### config.mk
export PLATFORM = sky130hd
export DESIGN_NAME = pid_err_track_flat
export DESIGN_NICKNAME = d
export VERILOG_FILES = /design/src/rtl/pid_err_track_if.sv /design/src/rtl/pid_err_track.sv /design/src/flat_wrapper.sv
export SDC_FILE = /design/constraint.sdc
export NUM_CORES = 1
export LEC_CHECK = 0
export BUFFER_PORTS_ARGS = -buffer_cell sky130_fd_sc_hd__buf_2
export CAP_MARGIN = 10
export CORE_MARGIN = 8
export CORE_UTILIZATION = 45
export CTS_BUF_LIST = sky130_fd_sc_hd__clkbuf_4
export CTS_CLUSTER_DIAMETER = 100
export DETAILED_ROUTE_END_ITERATION = 16
export PLACE_DENSITY_LB_ADDON = 0.3
export SYNTH_ARGS = -nofsm -noshare
export SYNTH_HDL_FRONTEND = slang
export SYNTH_SLANG_ARGS = --single-unit
export TNS_END_PERCENT = 50
### constraint.sdc
create_clock -name clk -period 3.8 [get_ports clk]
set_input_delay 0.76 -clock clk [delete_from_list [all_inputs] [get_ports clk]]
set_output_delay 0.76 -clock clk [all_outputs]
set_load 0.1 [all_outputs]
### src/rtl/pid_err_track_if.sv
// pid_err_track_if: sample-in / error-out bundle between capture logic, error tracker and PID gain stage
interface pid_err_track_if #(
    parameter int DATA_W = 10,
    parameter int ERR_W  = 10,
    parameter int NCH    = 4,
    parameter int CH_W   = (NCH > 1) ? $clog2(NCH) : 1
);
    logic                     in_valid;
    logic [CH_W-1:0]          in_ch;
    logic                     in_clr;
    logic signed [DATA_W-1:0] target;
    logic signed [DATA_W-1:0] y;
    logic                     out_valid;
    logic [CH_W-1:0]          out_ch;
    logic signed [ERR_W-1:0]  ek0;
    logic signed [ERR_W-1:0]  ek1;
    logic signed [ERR_W-1:0]  ek2;
    logic signed [ERR_W:0]    de1;
    logic signed [ERR_W+1:0]  de2;
    logic                     sat;

    modport master (
        output in_valid, in_ch, in_clr, target, y,
        input  out_valid, out_ch, ek0, ek1, ek2, de1, de2, sat
    );

    modport slave (
        input  in_valid, in_ch, in_clr, target, y,
        output out_valid, out_ch, ek0, ek1, ek2, de1, de2, sat
    );
endinterface

### src/rtl/pid_err_track.sv
// pid_err_track: per-channel dead-banded, saturated PID error with e(k-1)/e(k-2) history and differences
module pid_err_track #(
    parameter int          DATA_W   = 10,
    parameter int          ERR_W    = 10,
    parameter int          NCH      = 4,
    parameter int          CH_W     = (NCH > 1) ? $clog2(NCH) : 1,
    parameter int unsigned DEADBAND = 0
) (
    input logic            clk,
    input logic            rst_n,
    pid_err_track_if.slave bus
);
    // History is sized to the full index range so any in_ch value is a legal index;
    // entries at or above NCH are never written and stay at their reset value.
    localparam int DEPTH = 1 << CH_W;
    localparam int EMAX_I = (1 << (ERR_W - 1)) - 1;
    localparam logic signed [DATA_W:0] EMAX = EMAX_I[DATA_W:0];
    localparam logic signed [DATA_W:0] EMIN = ~EMAX;
    localparam logic [CH_W:0] NCH_V = (CH_W + 1)'(NCH);

    logic signed [ERR_W-1:0] h1_q [DEPTH];
    logic signed [ERR_W-1:0] h2_q [DEPTH];

    logic                    out_valid_q, out_valid_d;
    logic [CH_W-1:0]         out_ch_q;
    logic signed [ERR_W-1:0] ek0_q, ek1_q, ek2_q;
    logic signed [ERR_W-1:0] ek0_d, ek1_d, ek2_d;
    logic signed [ERR_W:0]   de1_q, de1_d;
    logic signed [ERR_W+1:0] de2_q, de2_d;
    logic                    sat_q, sat_d;

    logic signed [DATA_W:0]  raw_e;
    logic [DATA_W:0]         mag;
    logic                    in_db;
    logic signed [DATA_W:0]  r_db;
    logic                    hi, lo;
    logic signed [DATA_W:0]  e_w;

    // Error path: exact difference, deadband on the magnitude, then clip to the error width.
    // History is read straight from the flops, so a back-to-back sample on the same
    // channel already sees the value written at the previous edge without a bypass.
    always_comb begin
        raw_e       = (DATA_W + 1)'(bus.target) - (DATA_W + 1)'(bus.y);
        mag         = raw_e[DATA_W] ? -raw_e : raw_e;
        in_db       = 32'(mag) <= DEADBAND;
        r_db        = in_db ? '0 : raw_e;
        hi          = r_db > EMAX;
        lo          = r_db < EMIN;
        e_w         = hi ? EMAX : lo ? EMIN : r_db;
        ek0_d       = e_w[ERR_W-1:0];
        sat_d       = hi | lo;
        out_valid_d = bus.in_valid && ({1'b0, bus.in_ch} < NCH_V);
        ek1_d       = bus.in_clr ? '0 : h1_q[bus.in_ch];
        ek2_d       = bus.in_clr ? '0 : h2_q[bus.in_ch];
        de1_d       = (ERR_W + 1)'(ek0_d) - (ERR_W + 1)'(ek1_d);
        de2_d       = (ERR_W + 2)'(ek0_d) - ((ERR_W + 2)'(ek1_d) <<< 1) + (ERR_W + 2)'(ek2_d);
    end

    // Per-channel history shift on every accepted sample; a clear seeds e(k-2) with zero.
    always_ff @(posedge clk or negedge rst_n) begin
        if (!rst_n) begin
            for (int i = 0; i < DEPTH; i++) begin
                h1_q[i] <= '0;
                h2_q[i] <= '0;
            end
        end else if (out_valid_d) begin
            h1_q[bus.in_ch] <= ek0_d;
            h2_q[bus.in_ch] <= ek1_d;
        end
    end

    // Result registers: pulse valid per accepted sample, otherwise hold the last result.
    always_ff @(posedge clk or negedge rst_n) begin
        if (!rst_n) begin
            out_valid_q <= 1'b0;
            out_ch_q    <= '0;
            ek0_q       <= '0;
            ek1_q       <= '0;
            ek2_q       <= '0;
            de1_q       <= '0;
            de2_q       <= '0;
            sat_q       <= 1'b0;
        end else begin
            out_valid_q <= out_valid_d;
            if (out_valid_d) begin
                out_ch_q <= bus.in_ch;
                ek0_q    <= ek0_d;
                ek1_q    <= ek1_d;
                ek2_q    <= ek2_d;
                de1_q    <= de1_d;
                de2_q    <= de2_d;
                sat_q    <= sat_d;
            end
        end
    end

    assign bus.out_valid = out_valid_q;
    assign bus.out_ch    = out_ch_q;
    assign bus.ek0       = ek0_q;
    assign bus.ek1       = ek1_q;
    assign bus.ek2       = ek2_q;
    assign bus.de1       = de1_q;
    assign bus.de2       = de2_q;
    assign bus.sat       = sat_q;
endmodule

### src/flat_wrapper.sv
// flat-port wrapper written by rule: the top's interface ports become plain ports
module pid_err_track_flat 
#(
    parameter int          DATA_W   = 10,
    parameter int          ERR_W    = 10,
    parameter int          NCH      = 4,
    parameter int          CH_W     = (NCH > 1) ? $clog2(NCH) : 1,
    parameter int unsigned DEADBAND = 0
)
  (clk, rst_n, bus_in_valid, bus_in_ch, bus_in_clr, bus_target, bus_y, bus_out_valid, bus_out_ch, bus_ek0, bus_ek1, bus_ek2, bus_de1, bus_de2, bus_sat);
  pid_err_track_if #(.DATA_W(DATA_W), .ERR_W(ERR_W), .NCH(NCH), .CH_W(CH_W)) bus_i ();
  input logic clk;
  input logic rst_n;
  input wire logic [$bits(bus_i.in_valid)-1:0] bus_in_valid;
  input wire logic [$bits(bus_i.in_ch)-1:0] bus_in_ch;
  input wire logic [$bits(bus_i.in_clr)-1:0] bus_in_clr;
  input wire logic [$bits(bus_i.target)-1:0] bus_target;
  input wire logic [$bits(bus_i.y)-1:0] bus_y;
  output wire logic [$bits(bus_i.out_valid)-1:0] bus_out_valid;
  output wire logic [$bits(bus_i.out_ch)-1:0] bus_out_ch;
  output wire logic [$bits(bus_i.ek0)-1:0] bus_ek0;
  output wire logic [$bits(bus_i.ek1)-1:0] bus_ek1;
  output wire logic [$bits(bus_i.ek2)-1:0] bus_ek2;
  output wire logic [$bits(bus_i.de1)-1:0] bus_de1;
  output wire logic [$bits(bus_i.de2)-1:0] bus_de2;
  output wire logic [$bits(bus_i.sat)-1:0] bus_sat;
  assign bus_i.in_valid = bus_in_valid;
  assign bus_i.in_ch = bus_in_ch;
  assign bus_i.in_clr = bus_in_clr;
  assign bus_i.target = bus_target;
  assign bus_i.y = bus_y;
  assign bus_out_valid = bus_i.out_valid;
  assign bus_out_ch = bus_i.out_ch;
  assign bus_ek0 = bus_i.ek0;
  assign bus_ek1 = bus_i.ek1;
  assign bus_ek2 = bus_i.ek2;
  assign bus_de1 = bus_i.de1;
  assign bus_de2 = bus_i.de2;
  assign bus_sat = bus_i.sat;
  pid_err_track #(.DATA_W(DATA_W), .ERR_W(ERR_W), .NCH(NCH), .CH_W(CH_W), .DEADBAND(DEADBAND)) u_core (.clk(clk), .rst_n(rst_n), .bus(bus_i));
endmodule
# Yosys cells after proc, flatten, opt, wreduce, memory -nomap -nowiden
# Index checks and enable logic that the tools add are counted.
# totals
elab_cells,45
ff_bits,137
out_inout_bits,57
# classes
n_lt_le_gt_ge,5
reduce_logical,1
bitwise,2
add_sub_neg,5
n_mux,16
# op_table
operator,count
two-way mux 10 bit,9
bitwise mux 40 bit,2
binary-select mux 10 bit (select 2 bit),2
two-way mux 11 bit,2
subtractor 10 x 10 -> 11 bit,2
demux 10 bit (select 2 bit),1
adder 12 x 10 -> 12 bit,1
subtractor 10 x 11 -> 12 bit,1
"greater-than comparator 11 x 10 -> 1 bit, second input constant",1
"<= comparator 11 x 1 -> 1 bit, second input constant",1
"< comparator 11 x 10 -> 1 bit, second input constant",1
negation 11 bit,1
">= comparator 3 bit, second input constant",1
"< comparator 3 x 1 -> 1 bit, second input constant",1
NOT 2 -> 3 bit,1
logical AND 1 bit,1
bitwise OR 1 bit,1

# Longest topological paths before layout
# logic_depth
word_depth,10
depth_mapped,24
depth_no_buf,24

# Least setup slack after synthesis
# OpenSTA, ideal clock, no wires.
# synth_timing
path_type,input port to flip-flop
startpoint,input bus_target[0]
endpoint,register u_core.de2_q[8] (netlist: u_core.bus.de2[8])
setup_slack_ps,-1294
stages,24
setup_ps,125
t_arrival_ps,4969
required_time_ps,3675
path_cell_list,inv_1 ha_1 fa_1 nor2b_1 o31a_1 o21ai_1 o211ai_1 buf_4 inv_1 nor2_1 nor2_2 xnor2_1 ha_1 o21bai_1 ha_1 nor2b_1 o21ai_0 a21boi_0 o21ai_0 a21boi_0 o21ai_0 nor2b_1 xnor2_1 mux2_2
# synth_between
elab_chain_len,10
elab_cells_between_ends,11
# synth_lines
element,line_no,text
"start, declared",flat_wrapper.sv:17,input wire logic [$bits(bus_i.target)-1:0] bus_target;
subtractor 10 x 10 -> 11 bit *,pid_err_track.sv:43,raw_e = (DATA_W + 1)'(bus.target) - (DATA_W + 1)'(bus.y);
negation 11 bit,pid_err_track.sv:44,mag = raw_e[DATA_W] ? -raw_e : raw_e;
two-way mux 11 bit,pid_err_track.sv:44,
<= comparator 11 x 1 -> 1 bit,pid_err_track.sv:45,in_db = 32'(mag) <= DEADBAND;
two-way mux 11 bit *,pid_err_track.sv:46,r_db = in_db ? '0 : raw_e;
< comparator 11 x 10 -> 1 bit,pid_err_track.sv:48,lo = r_db < EMIN;
two-way mux 10 bit,pid_err_track.sv:49,e_w = hi ? EMAX : lo ? EMIN : r_db;
two-way mux 10 bit *,pid_err_track.sv:49,
subtractor 10 x 11 -> 12 bit *,pid_err_track.sv:56,de2_d = (ERR_W + 2)'(ek0_d) - ((ERR_W + 2)'(ek1_d) <<< 1) + (ERR_W + 2)'(ek2_d);
adder 12 x 10 -> 12 bit *,pid_err_track.sv:56,
"end signal, assigned",pid_err_track.sv:81,de2_q <= '0;
"end signal, assigned",pid_err_track.sv:91,de2_q <= de2_d;
"end, declared",pid_err_track.sv:29,"logic signed [ERR_W+1:0] de2_q, de2_d;"
# Every way passes the cells marked *; elsewhere a longest branch is shown, timed or not.
# A chain may end at the register's enable or synchronous reset.

# Worst setup path in the final report
# Same ends and word-level chain as after synthesis.

==> reports/metrics.yaml <==
synth:
  async_reset_ff_share_pct: 100
  ys_ff_latch: 137
  netlist_area_um2: 7330
  synth_edf_count: 0
  synth_top_area_share_pct: 46.7
  synth-main-ff-cell: "dfrtp_1"
  avgSynthCellArea_um2: 10.1
  syn-num-nets: 792
  netlist_instances: 724
  synth_area_leader_cell: "dfrtp_1"
  yosys_warnings: 0
  ys_seq_area_share_pct: 46.7
  synthDistinctLibCells: 63
  yosys-top-cells-area: "dfrtp_1 47%, o21ai_0 6.8%, nand2_1 5.7%"
finish:
  drive_above_1_share_pct: 38.7
  syn_to_final_growth_pct: 31.6
  stdcell_count: 1150
  finish.utilization_pct: 60.7
  layout_common_cells: "137 x dfrtp_1, 128 x buf_4, 109 x nand2_1"
  layout_commonest_cell: "dfrtp_1"
  final_nets: 988
clock_tree:
  cts_root_buf: "clkbuf_4"
  cts.sinks: 137
  worstSkewPairLatency_ps: 560
  ctsHoldBuffers: 0
  numCtsBuffers: 17
  cts_buffer_depth: 2
  cts_tree: "done"
  htree_levels: 4
  clk_pin_slew_ps: 130
global_routing:
  grt-ovfl-total: 0
  grt_pass1_vias: 6371
  grt_pass1_wl_um: 33100
  antenna_found_initial: 2
  grt_max_degree: 100
  grt_use_total_pct: 20.9
placed_design:
  place.gp.congestion: 0.851
  port_buffers: 82
  place_hpwl_um: 15100
  place_ws_ps: -1630
  dp_cells: 1106
worst_setup_path:
  r2r-start: "u_core.h1_q[11]"
  crit_path_max_incr_delay_ps: 360
  r2r_cells: 14
  path_delay_family: "compound AO/OA/AOI/OAI gates"
  r2r_slack_ps: 610
  r2r_end: "u_core.bus.de2[8]"
  crit_top_cell: "o21ai_2"
  critPathRequiredTime_ps: 4260
  path_class: "in -> reg"
  worst-path-max-fanout: 3
  start_kind: "primary input"
  cp-end-kind: "flop"
  worstPathArrival_ps: 4920
  crit_buf_inv: 3
  crit_slowest_cell: "fa_2"
sta:
  final-max-slew-violation-count: 0
  setup_viol_count_final: 15
  fmax_mhz: 224
  hold_slack_ps: 301
  finalClockSkew_ps: 18.5
  period_share_pct: 117
  grt_setup_unrepaired: "true"
  hold_viol: 0
  worst_slack_ps: -661
  period_needed_ps: 4460
  tightest_slew_ps: 882
  slew_headroom_pct: 41.2
run:
  drv_cap: 0
route:
  wl_per_cell_um: 18.3
  postRouteWirelength_um: 21000
  firstDrtPassIters: 4
  drt-initial-drc-count: 440
  postRouteAntennaNets: 0
  drc_errors: 0
  vias: 6183
  viasPerCell: 5.38
power:
  ir_drop_mv: 0.474
  p_per_area_nw_per_um2: 762
  leakagePower_uw: 0.00460
die:
  coreArea_um2: 15900
  num_rows: 46
  start_util_pct: 46.2
  die_area_um2: 20600
  chipHeight_um: 144
  ios: 83
  die_w_um: 144
outcome:
  status: "finished with violations"
  violations: "setup timing"
min_path:
  hold_path.class: "in -> async"
flip-flops by register name (all words and copies together), names as in the netlist:
register              count
u_core.bus.de1           11
u_core.bus.de2           12
u_core.bus.ek0           10
u_core.bus.ek1           10
u_core.bus.ek2           10
u_core.bus.out_ch         2
u_core.bus.out_valid      1
u_core.bus.sat            1
u_core.h1_q              40
u_core.h2_q              40
worst max-delay path by stage:
| stage | start | end | slack (ps) | depth (start not counted) |
|---|---|---|---|---|
| after floorplan | bus_target[0] | u_core.bus.de2[8] | -1140 | 22 |
| after global placement | bus_target[0] | u_core.bus.de2[8] | -1440 | 23 |
| after detailed placement | bus_target[0] | u_core.bus.de2[8] | -1630 | 23 |
| after CTS | bus_target[0] | u_core.bus.de2[8] | -720 | 25 |
| after global routing | bus_target[0] | u_core.bus.de2[8] | -820 | 26 |
| final | bus_target[0] | u_core.bus.de2[8] | -660 | 25 |
final cells by class:
type	count	area, um^2
clock inverters	13	123
diodes	1	2.50
repair buffers	218	1500
inverters	45	186
multi-input cells	501	3990
clock buffers	19	143
flip-flops and latches	137	3430
well taps	216	270
fillers	1292	6240
logic make-up after synthesis:
family                   synth area share (%)
adder cells (fa/ha/maj)                  8.65
AND/OR/NAND/NOR                          12.9
multiplexers                             9.01
buffers and inverters                    4.50
XOR/XNOR                                 2.63
AO/OA/AOI/OAI                            15.6
flip-flops                               46.7
stage by stage:
stage	TNS [ps]	area, um^2	total power [uW]
3_5_place_dp	-22980	8910	5970
2_1_floorplan	-12800	7430	4780
6_report	-7270	9650	7350
4_1_cts	-5400	9480	7110
3_3_place_gp	-20660	8910	5860
5_1_grt	-9290	9650	7740
power by group:
group	switching [uW]	internal, uW	total [uW]
Clock	573	345	919
Combinational	2820	1580	4400
Sequential	206	1830	2030
cell usage after synthesis (all sizes together) (3+ instances only):
library cell,instances
a211o,4
a211oi,7
a21boi,3
a21o,7
a21oi,27
a31oi,9
and2,3
buf,7
clkbuf,34
dfrtp,137
fa,9
ha,33
inv,45
maj3,4
mux2,20
mux2i,3
mux4,18
nand2,112
nand2b,14
nand3,3
nand3b,7
nor2,33
nor2b,18
nor3,5
o211ai,4
o21a,4
o21ai,105
o31ai,3
or3,4
xnor2,20
repair_timing:
item	CTS	global route
pin swaps	41	22
gates resized for setup	51	25
setup buffers	9	4
cloned	0	0
endpoints found under the setup margin	20	19
metal layers:
metal  up-vias  GRT usage, %  share of wire (%)
met5         -             0              0.057
li1       2903             -                  -
met1      3008          26.5                 43
met4         2          9.08                3.1
met3        46          4.74                6.2
met2       224          33.6                 47
(Power assumes the default switching activity.)
